**config.mk**
```make
export PLATFORM = sky130hd
export DESIGN_NAME = ex_mem_latch_flat
export DESIGN_NICKNAME = d
export VERILOG_FILES = /design/src/rtl/ex_mem_latch_if.sv /design/src/rtl/ex_mem_latch.sv /design/src/flat_wrapper.sv
export SDC_FILE = /design/constraint.sdc
export NUM_CORES = 1
export LEC_CHECK = 0
export CAP_MARGIN = 20
export CORE_ASPECT_RATIO = 2
export CORE_MARGIN = 2
export CORE_UTILIZATION = 40
export CTS_CLUSTER_SIZE = 24
export DETAILED_ROUTE_END_ITERATION = 10
export PLACE_DENSITY = 0.78
export SKIP_CTS_REPAIR_TIMING = 1
export SYNTH_ARGS = -nofsm -noshare
export SYNTH_HDL_FRONTEND = slang
export SYNTH_SLANG_ARGS = --single-unit
```
**constraint.sdc**
```tcl
create_clock -name clk -period 4.1 [get_ports clk]
set_input_delay 1.23 -clock clk [delete_from_list [all_inputs] [get_ports clk]]
set_output_delay 1.23 -clock clk [all_outputs]
set_load 0.05 [all_outputs]
```
**src/rtl/ex_mem_latch_if.sv**
```systemverilog
// EX/MEM pipeline-register bundle: EX-side inputs and MEM-side registered outputs.
// The master drives EX results; the slave (the latch) returns the MEM view.
interface ex_mem_latch_if #(
  parameter int unsigned DW = 32,
  parameter int unsigned RW = 5
);
  localparam int unsigned CW = 32;

  logic          stall;
  logic          flush;
  logic          ex_valid;
  logic [1:0]    ctlwb_in;
  logic [2:0]    ctlm_in;
  logic [DW-1:0] add_result;
  logic          zero;
  logic [DW-1:0] alu_result;
  logic [DW-1:0] rdata2;
  logic [RW-1:0] dest_reg;

  logic          mem_valid;
  logic [1:0]    wb_ctlout;
  logic          branch;
  logic          memread;
  logic          memwrite;
  logic [DW-1:0] add_result_out;
  logic          zero_out;
  logic [DW-1:0] alu_result_out;
  logic [DW-1:0] rdata2_out;
  logic [RW-1:0] dest_reg_out;
  logic          pcsrc;
  logic [CW-1:0] inst_count;
  logic [CW-1:0] flush_count;

  modport master (
    output stall, flush, ex_valid, ctlwb_in, ctlm_in, add_result, zero,
           alu_result, rdata2, dest_reg,
    input  mem_valid, wb_ctlout, branch, memread, memwrite, add_result_out,
           zero_out, alu_result_out, rdata2_out, dest_reg_out, pcsrc,
           inst_count, flush_count
  );

  modport slave (
    input  stall, flush, ex_valid, ctlwb_in, ctlm_in, add_result, zero,
           alu_result, rdata2, dest_reg,
    output mem_valid, wb_ctlout, branch, memread, memwrite, add_result_out,
           zero_out, alu_result_out, rdata2_out, dest_reg_out, pcsrc,
           inst_count, flush_count
  );
endinterface

```
**src/rtl/ex_mem_latch.sv**
```systemverilog
// EX/MEM pipeline register with bubble/flush/stall handling, a registered
// branch-taken select, and instruction/flush event counters.
module ex_mem_latch #(
  parameter int unsigned DW = 32,
  parameter int unsigned RW = 5
) (
  input  logic         clk,
  input  logic         rst,
  ex_mem_latch_if.slave bus
);
  localparam int unsigned CW = 32;

  logic          mem_valid_q,  mem_valid_d;
  logic [1:0]    wb_q,         wb_d;
  logic [2:0]    m_q,          m_d;
  logic [DW-1:0] add_q,        add_d;
  logic          zero_q,       zero_d;
  logic [DW-1:0] alu_q,        alu_d;
  logic [DW-1:0] rdata2_q,     rdata2_d;
  logic [RW-1:0] dest_q,       dest_d;
  logic [CW-1:0] inst_count_q, inst_count_d;
  logic [CW-1:0] flush_count_q, flush_count_d;

  // One action per edge: flush beats stall beats load; reset handled in the flop.
  always_comb begin
    mem_valid_d   = mem_valid_q;
    wb_d          = wb_q;
    m_d           = m_q;
    add_d         = add_q;
    zero_d        = zero_q;
    alu_d         = alu_q;
    rdata2_d      = rdata2_q;
    dest_d        = dest_q;
    inst_count_d  = inst_count_q;
    flush_count_d = flush_count_q;
    if (bus.flush) begin
      mem_valid_d   = 1'b0;
      wb_d          = 2'b00;
      m_d           = 3'b000;
      add_d         = '0;
      zero_d        = 1'b0;
      alu_d         = '0;
      rdata2_d      = '0;
      dest_d        = '0;
      flush_count_d = CW'(flush_count_q + CW'(1));
    end else if (!bus.stall) begin
      mem_valid_d = bus.ex_valid;
      wb_d        = bus.ex_valid ? bus.ctlwb_in : 2'b00;
      m_d         = bus.ex_valid ? bus.ctlm_in  : 3'b000;
      add_d       = bus.add_result;
      zero_d      = bus.zero;
      alu_d       = bus.alu_result;
      rdata2_d    = bus.rdata2;
      dest_d      = bus.dest_reg;
      if (bus.ex_valid) begin
        inst_count_d = CW'(inst_count_q + CW'(1));
      end
    end
  end

  always_ff @(posedge clk) begin
    if (rst) begin
      mem_valid_q   <= 1'b0;
      wb_q          <= 2'b00;
      m_q           <= 3'b000;
      add_q         <= '0;
      zero_q        <= 1'b0;
      alu_q         <= '0;
      rdata2_q      <= '0;
      dest_q        <= '0;
      inst_count_q  <= '0;
      flush_count_q <= '0;
    end else begin
      mem_valid_q   <= mem_valid_d;
      wb_q          <= wb_d;
      m_q           <= m_d;
      add_q         <= add_d;
      zero_q        <= zero_d;
      alu_q         <= alu_d;
      rdata2_q      <= rdata2_d;
      dest_q        <= dest_d;
      inst_count_q  <= inst_count_d;
      flush_count_q <= flush_count_d;
    end
  end

  assign bus.mem_valid      = mem_valid_q;
  assign bus.wb_ctlout      = wb_q;
  assign bus.branch         = m_q[2];
  assign bus.memread        = m_q[1];
  assign bus.memwrite       = m_q[0];
  assign bus.add_result_out = add_q;
  assign bus.zero_out       = zero_q;
  assign bus.alu_result_out = alu_q;
  assign bus.rdata2_out     = rdata2_q;
  assign bus.dest_reg_out   = dest_q;
  assign bus.inst_count     = inst_count_q;
  assign bus.flush_count    = flush_count_q;
  // Branch select is formed only from latched state, never from EX inputs.
  assign bus.pcsrc          = m_q[2] & zero_q & mem_valid_q;
endmodule

```
**src/flat_wrapper.sv**
```systemverilog
// flat-port wrapper written by rule: the top's interface ports become plain ports
module ex_mem_latch_flat 
#(
  parameter int unsigned DW = 32,
  parameter int unsigned RW = 5
)
  (clk, rst, bus_stall, bus_flush, bus_ex_valid, bus_ctlwb_in, bus_ctlm_in, bus_add_result, bus_zero, bus_alu_result, bus_rdata2, bus_dest_reg, bus_mem_valid, bus_wb_ctlout, bus_branch, bus_memread, bus_memwrite, bus_add_result_out, bus_zero_out, bus_alu_result_out, bus_rdata2_out, bus_dest_reg_out, bus_pcsrc, bus_inst_count, bus_flush_count);
  ex_mem_latch_if #(.DW(DW), .RW(RW)) bus_i ();
  input  logic clk;
  input  logic rst;
  input wire logic [$bits(bus_i.stall)-1:0] bus_stall;
  input wire logic [$bits(bus_i.flush)-1:0] bus_flush;
  input wire logic [$bits(bus_i.ex_valid)-1:0] bus_ex_valid;
  input wire logic [$bits(bus_i.ctlwb_in)-1:0] bus_ctlwb_in;
  input wire logic [$bits(bus_i.ctlm_in)-1:0] bus_ctlm_in;
  input wire logic [$bits(bus_i.add_result)-1:0] bus_add_result;
  input wire logic [$bits(bus_i.zero)-1:0] bus_zero;
  input wire logic [$bits(bus_i.alu_result)-1:0] bus_alu_result;
  input wire logic [$bits(bus_i.rdata2)-1:0] bus_rdata2;
  input wire logic [$bits(bus_i.dest_reg)-1:0] bus_dest_reg;
  output wire logic [$bits(bus_i.mem_valid)-1:0] bus_mem_valid;
  output wire logic [$bits(bus_i.wb_ctlout)-1:0] bus_wb_ctlout;
  output wire logic [$bits(bus_i.branch)-1:0] bus_branch;
  output wire logic [$bits(bus_i.memread)-1:0] bus_memread;
  output wire logic [$bits(bus_i.memwrite)-1:0] bus_memwrite;
  output wire logic [$bits(bus_i.add_result_out)-1:0] bus_add_result_out;
  output wire logic [$bits(bus_i.zero_out)-1:0] bus_zero_out;
  output wire logic [$bits(bus_i.alu_result_out)-1:0] bus_alu_result_out;
  output wire logic [$bits(bus_i.rdata2_out)-1:0] bus_rdata2_out;
  output wire logic [$bits(bus_i.dest_reg_out)-1:0] bus_dest_reg_out;
  output wire logic [$bits(bus_i.pcsrc)-1:0] bus_pcsrc;
  output wire logic [$bits(bus_i.inst_count)-1:0] bus_inst_count;
  output wire logic [$bits(bus_i.flush_count)-1:0] bus_flush_count;
  assign bus_i.stall = bus_stall;
  assign bus_i.flush = bus_flush;
  assign bus_i.ex_valid = bus_ex_valid;
  assign bus_i.ctlwb_in = bus_ctlwb_in;
  assign bus_i.ctlm_in = bus_ctlm_in;
  assign bus_i.add_result = bus_add_result;
  assign bus_i.zero = bus_zero;
  assign bus_i.alu_result = bus_alu_result;
  assign bus_i.rdata2 = bus_rdata2;
  assign bus_i.dest_reg = bus_dest_reg;
  assign bus_mem_valid = bus_i.mem_valid;
  assign bus_wb_ctlout = bus_i.wb_ctlout;
  assign bus_branch = bus_i.branch;
  assign bus_memread = bus_i.memread;
  assign bus_memwrite = bus_i.memwrite;
  assign bus_add_result_out = bus_i.add_result_out;
  assign bus_zero_out = bus_i.zero_out;
  assign bus_alu_result_out = bus_i.alu_result_out;
  assign bus_rdata2_out = bus_i.rdata2_out;
  assign bus_dest_reg_out = bus_i.dest_reg_out;
  assign bus_pcsrc = bus_i.pcsrc;
  assign bus_inst_count = bus_i.inst_count;
  assign bus_flush_count = bus_i.flush_count;
  ex_mem_latch #(.DW(DW), .RW(RW)) u_core (.clk(clk), .rst(rst), .bus(bus_i));
endmodule
```
; After elaboration in Yosys (flattened, before gate mapping)
; Index checks and enable logic that the tools add are counted.
[totals]
register_bits = 172
input_bits = 112
out_inout_bits = 173
word_cells = 20
[op_classes]
add_sub_neg = 2
muxes = 2
bitwise_logic = 4
reduce_logical = 2
[ops]
columns = cell, count
row1 = $add 32x1->32 const B, 2
row2 = $mux 3, 1
row3 = $reduce_and 3->1, 1
row4 = $and 1x1->1, 2
row5 = $mux 2, 1
row6 = $not 1->1, 2
row7 = $reduce_or 2->1, 1

; Depth between registers and ports, before layout
; Gate-level depths: netlist of run 1.
[logic_depth]
depth_word = 2
ltp_mapped = 7
ltp_nobuf = 5

; Worst setup path before layout of run 1
; No wires, ideal clock.
[synth_timing]
path_type = input to register
startpoint = input bus_flush
endpoint = register u_core.inst_count_q[30], in the netlist u_core.bus.inst_count[30]
setup_ns = 0.123
arrival_time_ns = 3.011
t_required_ns = 3.977
slack_ns = 0.965
path_stages = 6
n_path_buf = 2
path_cell_list = buf_6 > or3b_4 > or4_4 > buf_6 > nor4_4 > mux2_1
[synth_between]
elab_chain_len = 2
[synth_lines]
columns = element, line_no
row1 = from (decl), flat_wrapper.sv:12  ; input wire logic [$bits(bus_i.flush)-1:0] bus_flush;
row2 = $not 1->1 (no source line), --
row3 = $reduce_and 3->1 (no source line), --
row4 = to (signal assigned), ex_mem_latch.sv:82  ; inst_count_q <= inst_count_d;
row5 = to (decl), ex_mem_latch.sv:21  ; logic [CW-1:0] inst_count_q, inst_count_d;
; No other way between the ends.
; A chain may end at the register's enable or synchronous reset.

; Final worst setup path of run 1
[layout_timing]
startpoint = input bus_ex_valid
endpoint = register u_core.inst_count_q[22], in the netlist u_core.bus.inst_count[22]
[layout_between]
elab_chain_len = 1
[layout_lines]
columns = element, line_no
row1 = from (decl), flat_wrapper.sv:13  ; input wire logic [$bits(bus_i.ex_valid)-1:0] bus_ex_valid;
row2 = $reduce_and 3->1 (no source line), --
; No other way between the ends.

==> reports/metrics.cfg, run 1 <==
[placement]
io_buffer_count=284
place_inst=1169
place_congestion=0.837
post-dp-hpwl_microns=15000

[timing]
worst_pin_slew_ns=0.825
max_slew_margin_pct=45.0
layout_min_cycle_time_ns=3.16
final.setup.tns_ns=0
fmax_mhz=316
finalCritPeriodShare_pct=77.1
setup_viol=0
rsz0062_at_grt=no
fin_skew_ns=0.00823
hold_violations=0
fin_hold_ws_ns=0.494
drv_slew=0

[logic_synthesis]
synth_largest_area_cell=dfxtp_1
synth_cells=713
ys_seq_elements=172
netlist_area_sq_um=6830
synth_ff_type=dfxtp_1
synth_area_leaders=dfxtp_1, mux2i_1, nor2_1
yosysWarnings=0
async_flop_share_pct=0
synth_edf_count=0
ys_seq_area_share_pct=50.4
syn_nets=827
syn-mean-instance-area_sq_um=9.58
yosysMostFrequentCell=dfxtp_1
synth_top_area_share_pct=50.4
yosysUniqueCellTypes=37
synthTopCellsByCount=dfxtp_1, nor2_1, mux2i_1

[critical_path]
slowest_stage=or4_4
worstReg2RegStart=u_core.bus.inst_count[0]
crit_required_ns=4.45
slowest_delay_ns=0.65
reg2reg_to=u_core.bus.inst_count[22]
path_class=in2reg
cp_cell_sequence=clkdlybuf4s50_1 -> or3b_4 -> or4_4 -> or4_1 -> a21oi_1
cp-end-kind=flip-flop
cp_max_fo=11
cp-start-kind=input port
cpLargestDelayFamily=simple AND/OR/NAND/NOR gates
rrSetupSlack_ns=1.70
rr_worst_depth=5
crit_buf_inv=1
crit_arrival_ns=3.52

[finish]
fin_util_pct=62.0
multi_input_area_sq_um=3190
register_area_sq_um=3440
drive_gt1_share_pct=5.43
instances_no_fill=1202
fillCellCount=1453
area_delta_synth_final_pct=52.1
nets=1095

[outcome]
status=complete, no violations

[clock_tree]
cts_root_buffer=clkbuf_16
clock_path_buffers=2
cts.clk_slew.worst_paths_ns=0.07
htreeDepth=4
clk_latency_ns=0.43
cts_buffers=17
numClockSinks=172
cts_tree=yes

[min_path]
hold_depth=2
hp-class=reg2reg
holdPathEnd=u_core.bus.alu_result_out[1]
min_from=u_core.bus.alu_result_out[1]

[die]
num_rows=67
start_util_pct=40.8
ios=285
core_sq_um=16800
die-area_sq_um=18200
chipWidth_microns=96.4
die_y_microns=189

[global_routing]
grt_pass1_vias=5979
antenna_found_initial=1
grt_max_degree=110
overflow=0
grt_first_pass_wirelength_microns=30900
grt_usage_pct=22.2

[routing]
vias_per_cell=5.23
drc=0
wl_per_cell_microns=17.2
routed_wl_microns=20700
num_vias=6291
initialDrtViolationCount=155
ant_nets=0
drtPass1Iterations=5

[pwr]
p_leak_nw=3.86
powerDensity_nw_per_um2=357
peakVddDrop_mv=0.304
power.total_mw=3.72

[flow_run]
maxCapViolCount=0

## cells by family (layout without fill, tap and decap cells)
group / after synthesis / count (layout) / share of synthesized area (%)
simple gates: 281 / 281 / 20.8
flops: 172 / 172 / 50.4
mux: 109 / 109 / 16.1
compound gates: 81 / 81 / 6.98
buf+inv: 49 / 330 / 2.93
xor+xnor: 19 / 19 / 2.44
fa+ha+maj: 2 / 2 / 0.366
other cells: 0 / 1 / 0
## sequential cells by signal, summed over array words and instances (netlist names)
name,cells
u_core.bus.add_result_out,32
u_core.bus.alu_result_out,32
u_core.bus.flush_count,32
u_core.bus.inst_count,32
u_core.bus.rdata2_out,32
u_core.bus.dest_reg_out,5
u_core.m_q,3
u_core.bus.wb_ctlout,2
u_core.bus.mem_valid,1
u_core.bus.zero_out,1
## power breakdown
group | leakage [nW] | internal, mW | switching [mW]
registers | 1.40 | 1.71 | 0.0203
clock network | 0.271 | 0.807 | 0.716
logic | 2.20 | 0.214 | 0.252
total | 3.86 | 2.73 | 0.988
## final cells by class
type | count | share of cell area [%]
clock inverter | 13 | 1.04
timing repair buffer | 292 | 28.1
antenna | 1 | 0.0241
multi-input combinational | 492 | 30.7
sequential | 172 | 33.1
tap | 207 | 2.49
inverter | 6 | 0.217
clock buffer | 19 | 4.26
## stage by stage
stage / setup WS [ns] / instance area [sq um]
global placement: 0.542 / 9840
CTS: 0.941 / 10400
global route: 0.823 / 10400
detailed placement: 0.491 / 9840
finish: 0.939 / 10400
floorplan: 0.965 / 6830
## worst max-delay path by stage
stage	slack [ns]	endpoint	cells after the start	start
2_1_floorplan	0.97	u_core.bus.inst_count[30]	6	bus_flush
3_3_place_gp	0.54	u_core.bus.inst_count[22]	5	bus_ex_valid
3_5_place_dp	0.49	u_core.bus.inst_count[22]	5	bus_ex_valid
4_1_cts	0.94	u_core.bus.inst_count[22]	5	bus_ex_valid
5_1_grt	0.82	u_core.bus.flush_count[22]	6	bus_flush
6_report	0.94	u_core.bus.inst_count[22]	5	bus_ex_valid
## placed cells by master (no fill, tap or decap), drive strengths merged, types with 6 or more instances in the layout
cell type,n
nor2b,7
buf,10
clkbuf,19
or3,18
clkdlybuf4s50,282
mux2i,103
mux2,6
o31ai,20
inv,12
and4,7
nor4,10
clkinv,6
xnor2,11
xor2,8
nand2,25
o21ai,16
nor2,134
nand4,21
a21oi,38
or4,23
dfxtp,172
nand3,20
## per-layer routing
layer / GRT usage, % / wire, microns
met2: 40.8 / 11200
met4: 10.4 / 699
met1: 21.6 / 7170
met3: 7.00 / 1630
met5: 0 / 0
## worst register-to-register path, delay by kind of cell (launching register included)
kind	cells	cell delay [ns]
AND/OR/NAND/NOR	3	1.42
AO/OA/AOI/OAI	1	0.17
flip-flops	1	0.38
adder cells (fa/ha/maj)	1	0.36
No activity file was read; power rests on OpenSTA's default activity.
==> run 2, diff against run 1 <==
Settings changed: CORE_UTILIZATION 40 to 39, PLACE_DENSITY 0.78 to 0.79.
Clock period 4.1 ns to 2.63 ns, I/O delays scaled along.
==> reports/metrics.cfg, run 2 (synthesis results as in run 1) <==
[outcome]
status=complete, no violations

[global_routing]
overflow=0  ; unchanged
antenna_found_initial=0  ; -1
grt_pass1_vias=5937  ; -0.70%
grt_max_degree=105  ; -4.5%
grt_usage_pct=21.6  ; -0.57 points
grt_first_pass_wirelength_microns=31900  ; +3.3%

[critical_path]
cp_max_fo=8  ; -3
cp_cell_sequence=clkdlybuf4s50_1
path_class=reg2out
cp-start-kind=flip-flop
slowest_delay_ns=0.86  ; +0.21 ns
slowest_stage=clkdlybuf4s50_1
cp-end-kind=output pin
cpLargestDelayFamily=buffers and inverters
crit_required_ns=1.84  ; -2.61 ns
crit_buf_inv=1  ; unchanged
crit_arrival_ns=1.76  ; -1.76 ns

[finish]
post-route-cell-area_sq_um=10500  ; +1.4%
instances_no_fill=1217  ; +1.2%
layout_commonest_cell=clkdlybuf4s50_1
area_delta_synth_final_pct=54.3
fin_util_pct=61.3  ; -0.66 points
nets=1109  ; +1.3%
drive_gt1_share_pct=6.75  ; +1.3 points
antenna_cells_inserted=0  ; -1
mostFrequentLayoutCells=clkdlybuf4s50_1, dfxtp_1, nor2_1

[die]
core_sq_um=17200  ; +2.5%
num_rows=68  ; +1.5%
die_y_microns=191  ; +1.2%
chipWidth_microns=97.6  ; +1.2%
die-area_sq_um=18700  ; +2.5%
ios=285  ; unchanged
start_util_pct=39.8  ; -1.0 points

[placement]
place_congestion=0.809  ; -3.3%
dpl_cell_area_sq_um=9960  ; +1.2%
dpl_worst_slack_ns=-0.356  ; -0.846 ns
post-dp-hpwl_microns=15500  ; +3.2%
place_inst=1186  ; +1.5%
io_buffer_count=284  ; unchanged

[timing]
layout_min_cycle_time_ns=2.55
fin_skew_ns=0.0111  ; +0.00283 ns
rsz0062_at_grt=no
finalCritPeriodShare_pct=96.9
layout_setup_ws_ns=0.0811  ; -0.857 ns
worst_pin_slew_ns=0.854  ; +0.0293 ns
final.setup.tns_ns=0  ; unchanged
fmax_mhz=392
max_slew_margin_pct=43.1  ; -2.0 points
setup_viol=0  ; unchanged
drv_slew=0  ; unchanged
hold_violations=0  ; unchanged

[clock_tree]
htreeDepth=4  ; unchanged
cts_root_buffer=clkbuf_16
cts.clk_slew.worst_paths_ns=0.07  ; about the same
clk_latency_ns=0.43  ; about the same
cts_buffers=17  ; unchanged
clock_path_buffers=2  ; unchanged
cts_tree=yes
numClockSinks=172  ; unchanged

[pwr]
powerDensity_nw_per_um2=561  ; +57%
peakVddDrop_mv=0.425  ; +40%
p_leak_nw=3.95  ; +2.4%

[routing]
drc=0  ; unchanged
num_vias=6307  ; +0.25%
vias_per_cell=5.18  ; -0.98%
routed_wl_microns=21000  ; +1.6%
ant_nets=0  ; unchanged
drtPass1Iterations=5  ; unchanged
wl_per_cell_microns=17.3  ; +0.34%
initialDrtViolationCount=205  ; +32%

[flow_run]
maxCapViolCount=0  ; unchanged

[min_path]
hp-class=reg2reg

==> run 2: changes by cell type in the layout (fill, tap and decap cells not counted), sizes merged <==
cell	delta
clkdlybuf4s50	-1
dlymetal6s2s	+1
diode	-1
bufinv	+1
buf	+14
clkinvlp	+2
clkinv	-2
inv	-3
clkbuf	+1
==> run 2: metal layers <==
| metal | wire length, microns | track usage (%) | part of all wire (%) |
|---|---|---|---|
| met5 | 0 | 0 | 0 |
| met4 | 489 | 8.81 | 2.3 |
| met3 | 1270 | 5.89 | 6.1 |
| met2 | 11800 | 41.9 | 56 |
| met1 | 7400 | 21.3 | 35 |
==> run 2: area by class of cell <==
class,count,area (sq um)
inverter,6,22.5
clock inverter,11,110
sequential,172,3440
timing repair buffer,306,3040
clock buffer,20,467
fill,1458,6640
multi-input combinational,492,3190
tap,210,263
==> run 2: per-stage QoR <==
stage,power (mW),hold WS (ns)
3_3_place_gp,3.48,0.472
2_1_floorplan,3.15,0.692
6_report,5.92,0.489
3_5_place_dp,3.49,0.480
5_1_grt,6.11,0.521
4_1_cts,5.96,0.491
==> run 2: worst paths after layout <==
path	from	endpoint	slack, ns	cells past startpoint
hold reg to reg	u_core.bus.inst_count[1]	u_core.bus.inst_count[1]	0.49	2
setup reg to reg	u_core.bus.inst_count[0]	u_core.bus.inst_count[22]	0.46	5
setup / recovery	u_core.bus.flush_count[15]	bus_flush_count[15]	0.08	1
hold / removal	u_core.bus.inst_count[1]	u_core.bus.inst_count[1]	0.49	2
==> run 2: worst min-delay path, delay by kind of cell, from the launching register on <==
kind | cells | cell delay, ns
flip-flops | 1 | 0.33
AND/OR/NAND/NOR | 1 | 0.06
AO/OA/AOI/OAI | 1 | 0.05
==> run 2: power breakdown <==
| part | switching [mW] | internal [mW] | leakage (nW) |
|---|---|---|---|
| registers | 0.0308 | 2.66 | 1.40 |
| clock network | 1.10 | 1.39 | 0.275 |
| logic | 0.394 | 0.342 | 2.28 |
==> run 3, diff against run 2 <==
Settings changed: CORE_UTILIZATION 39 to 40, PLACE_DENSITY 0.79 to 0.78.
Clock period 2.63 ns to 3.3 ns, I/O delays scaled along.
==> reports/metrics.cfg, run 3 (synthesis results as in run 1) <==
[outcome]
status=complete, no violations

[global_routing]
antenna_found_initial=0  ; unchanged
grt_max_degree=110  ; +4.8%
grt_pass1_vias=6149  ; +3.6%
overflow=0  ; unchanged
grt_usage_pct=23.0  ; +1.4 points
grt_first_pass_wirelength_microns=32300  ; +1.1%

[timing]
fmax_mhz=350
rsz0062_at_grt=no
max_slew_margin_pct=49.2  ; +6.1 points
setup_viol=0  ; unchanged
drv_slew=0  ; unchanged
worst_pin_slew_ns=0.762  ; -0.0916 ns
finalCritPeriodShare_pct=86.7
layout_setup_ws_ns=0.440  ; +0.358 ns
layout_min_cycle_time_ns=2.86
fin_skew_ns=0.00542  ; -0.00564 ns
hold_violations=0  ; unchanged
final.setup.tns_ns=0  ; unchanged

[clock_tree]
clock_path_buffers=2  ; unchanged
numClockSinks=172  ; unchanged
cts_root_buffer=clkbuf_16
cts_buffers=17  ; unchanged
htreeDepth=4  ; unchanged
cts_tree=yes
cts.clk_slew.worst_paths_ns=0.06  ; about the same
clk_latency_ns=0.43  ; about the same

[placement]
dpl_cell_area_sq_um=9890  ; -0.72%
place_congestion=0.842  ; +4.0%
io_buffer_count=284  ; unchanged
dpl_worst_slack_ns=0.0432  ; +0.399 ns
post-dp-hpwl_microns=15500  ; -0.30%

[die]
core_sq_um=16800  ; -2.4%
start_util_pct=40.8  ; +1.0 points
num_rows=67  ; -1.5%
chipWidth_microns=96.4  ; -1.2%
die-area_sq_um=18200  ; -2.4%
ios=285  ; unchanged
die_y_microns=189  ; -1.2%

[finish]
nets=1100  ; -0.81%
mostFrequentLayoutCells=clkdlybuf4s50_1, dfxtp_1, nor2_1
area_delta_synth_final_pct=54.0
layout_commonest_cell=clkdlybuf4s50_1
fillCellCount=1402  ; -3.8%
drive_gt1_share_pct=5.71  ; -1.0 points
antenna_cells_inserted=0  ; unchanged
post-route-cell-area_sq_um=10500  ; -0.15%
fin_util_pct=62.8  ; +1.4 points

[pwr]
p_leak_nw=3.93  ; -0.66%
peakVddDrop_mv=0.349  ; -18%
powerDensity_nw_per_um2=466  ; -17%

[routing]
drc=0  ; unchanged
wl_per_cell_microns=17.6  ; +2.2%
vias_per_cell=5.24  ; +1.2%
initialDrtViolationCount=186  ; -9.3%
drtPass1Iterations=5  ; unchanged
ant_nets=0  ; unchanged
num_vias=6318  ; +0.17%
routed_wl_microns=21300  ; +1.2%

[critical_path]
cp-start-kind=input port
crit_arrival_ns=3.21  ; +1.45 ns
path_class=in2reg
cp-end-kind=flip-flop
crit_required_ns=3.65  ; +1.81 ns
cp_max_fo=8  ; unchanged

[min_path]
hp-class=reg2reg

[flow_run]
maxCapViolCount=0  ; unchanged

run 3: cell count changes in the layout (fill, tap and decap cells not counted), sizes merged:
cell / delta
inv: -2
buf: -9
bufinv: +3
clkbuf: +2
clkdlybuf4s50: +1
dlymetal6s2s: -1
clkinvlp: -3
run 3: path summary, 6_finish.rpt:
kind / start / end / slack, ns / depth (start not counted)
worst max-delay path: bus_ex_valid / u_core.bus.inst_count[12] / 0.44 / 6
worst min-delay path: u_core.bus.inst_count[1] / u_core.bus.inst_count[1] / 0.49 / 2
worst max register to register: u_core.bus.inst_count[0] / u_core.bus.inst_count[12] / 0.95 / 6
worst min register to register: u_core.bus.inst_count[1] / u_core.bus.inst_count[1] / 0.49 / 2
run 3: power breakdown:
part           switching, mW  internal, mW  leakage (nW)
logic                  0.314         0.269          2.22
clock network          0.844          1.33         0.311
registers             0.0262          2.12          1.40
total                   1.18          3.72          3.93
run 3: through the flow:
stage	total power [mW]	hold slack [ns]	instances
4_1_cts	4.95	0.493	1205
2_1_floorplan	2.51	0.692	713
5_1_grt	5.06	0.512	1205
6_report	4.90	0.492	1205
3_3_place_gp	2.77	0.472	1174
3_5_place_dp	2.78	0.481	1174
run 3: metal layers:
layer | vias to the layer above | global-route usage [%] | wire (microns)
li1 | 3080 | - | -
met1 | 2973 | 22.6 | 7260
met2 | 233 | 43.5 | 11800
met3 | 32 | 6.65 | 1600
met4 | 0 | 8.99 | 585
met5 | - | 0 | 0
run 3: layout make-up:
class	count	area (sq um)	share of cell area, %
Sequential cell	172	3440	32.7
Multi-Input combinational cell	492	3190	30.3
Timing Repair Buffer	297	2970	28.3
Clock buffer	22	474	4.50
Tap cell	207	259	2.46
Clock inverter	9	160	1.52
Inverter	6	22.5	0.214
run 3: critical path, stage by stage:
cell,delay (ns)
clkdlybuf4s50_1,0.51
or3b_4,0.39
or4_4,0.59
buf_4,0.19
or3_1,0.36
a21oi_1,0.18
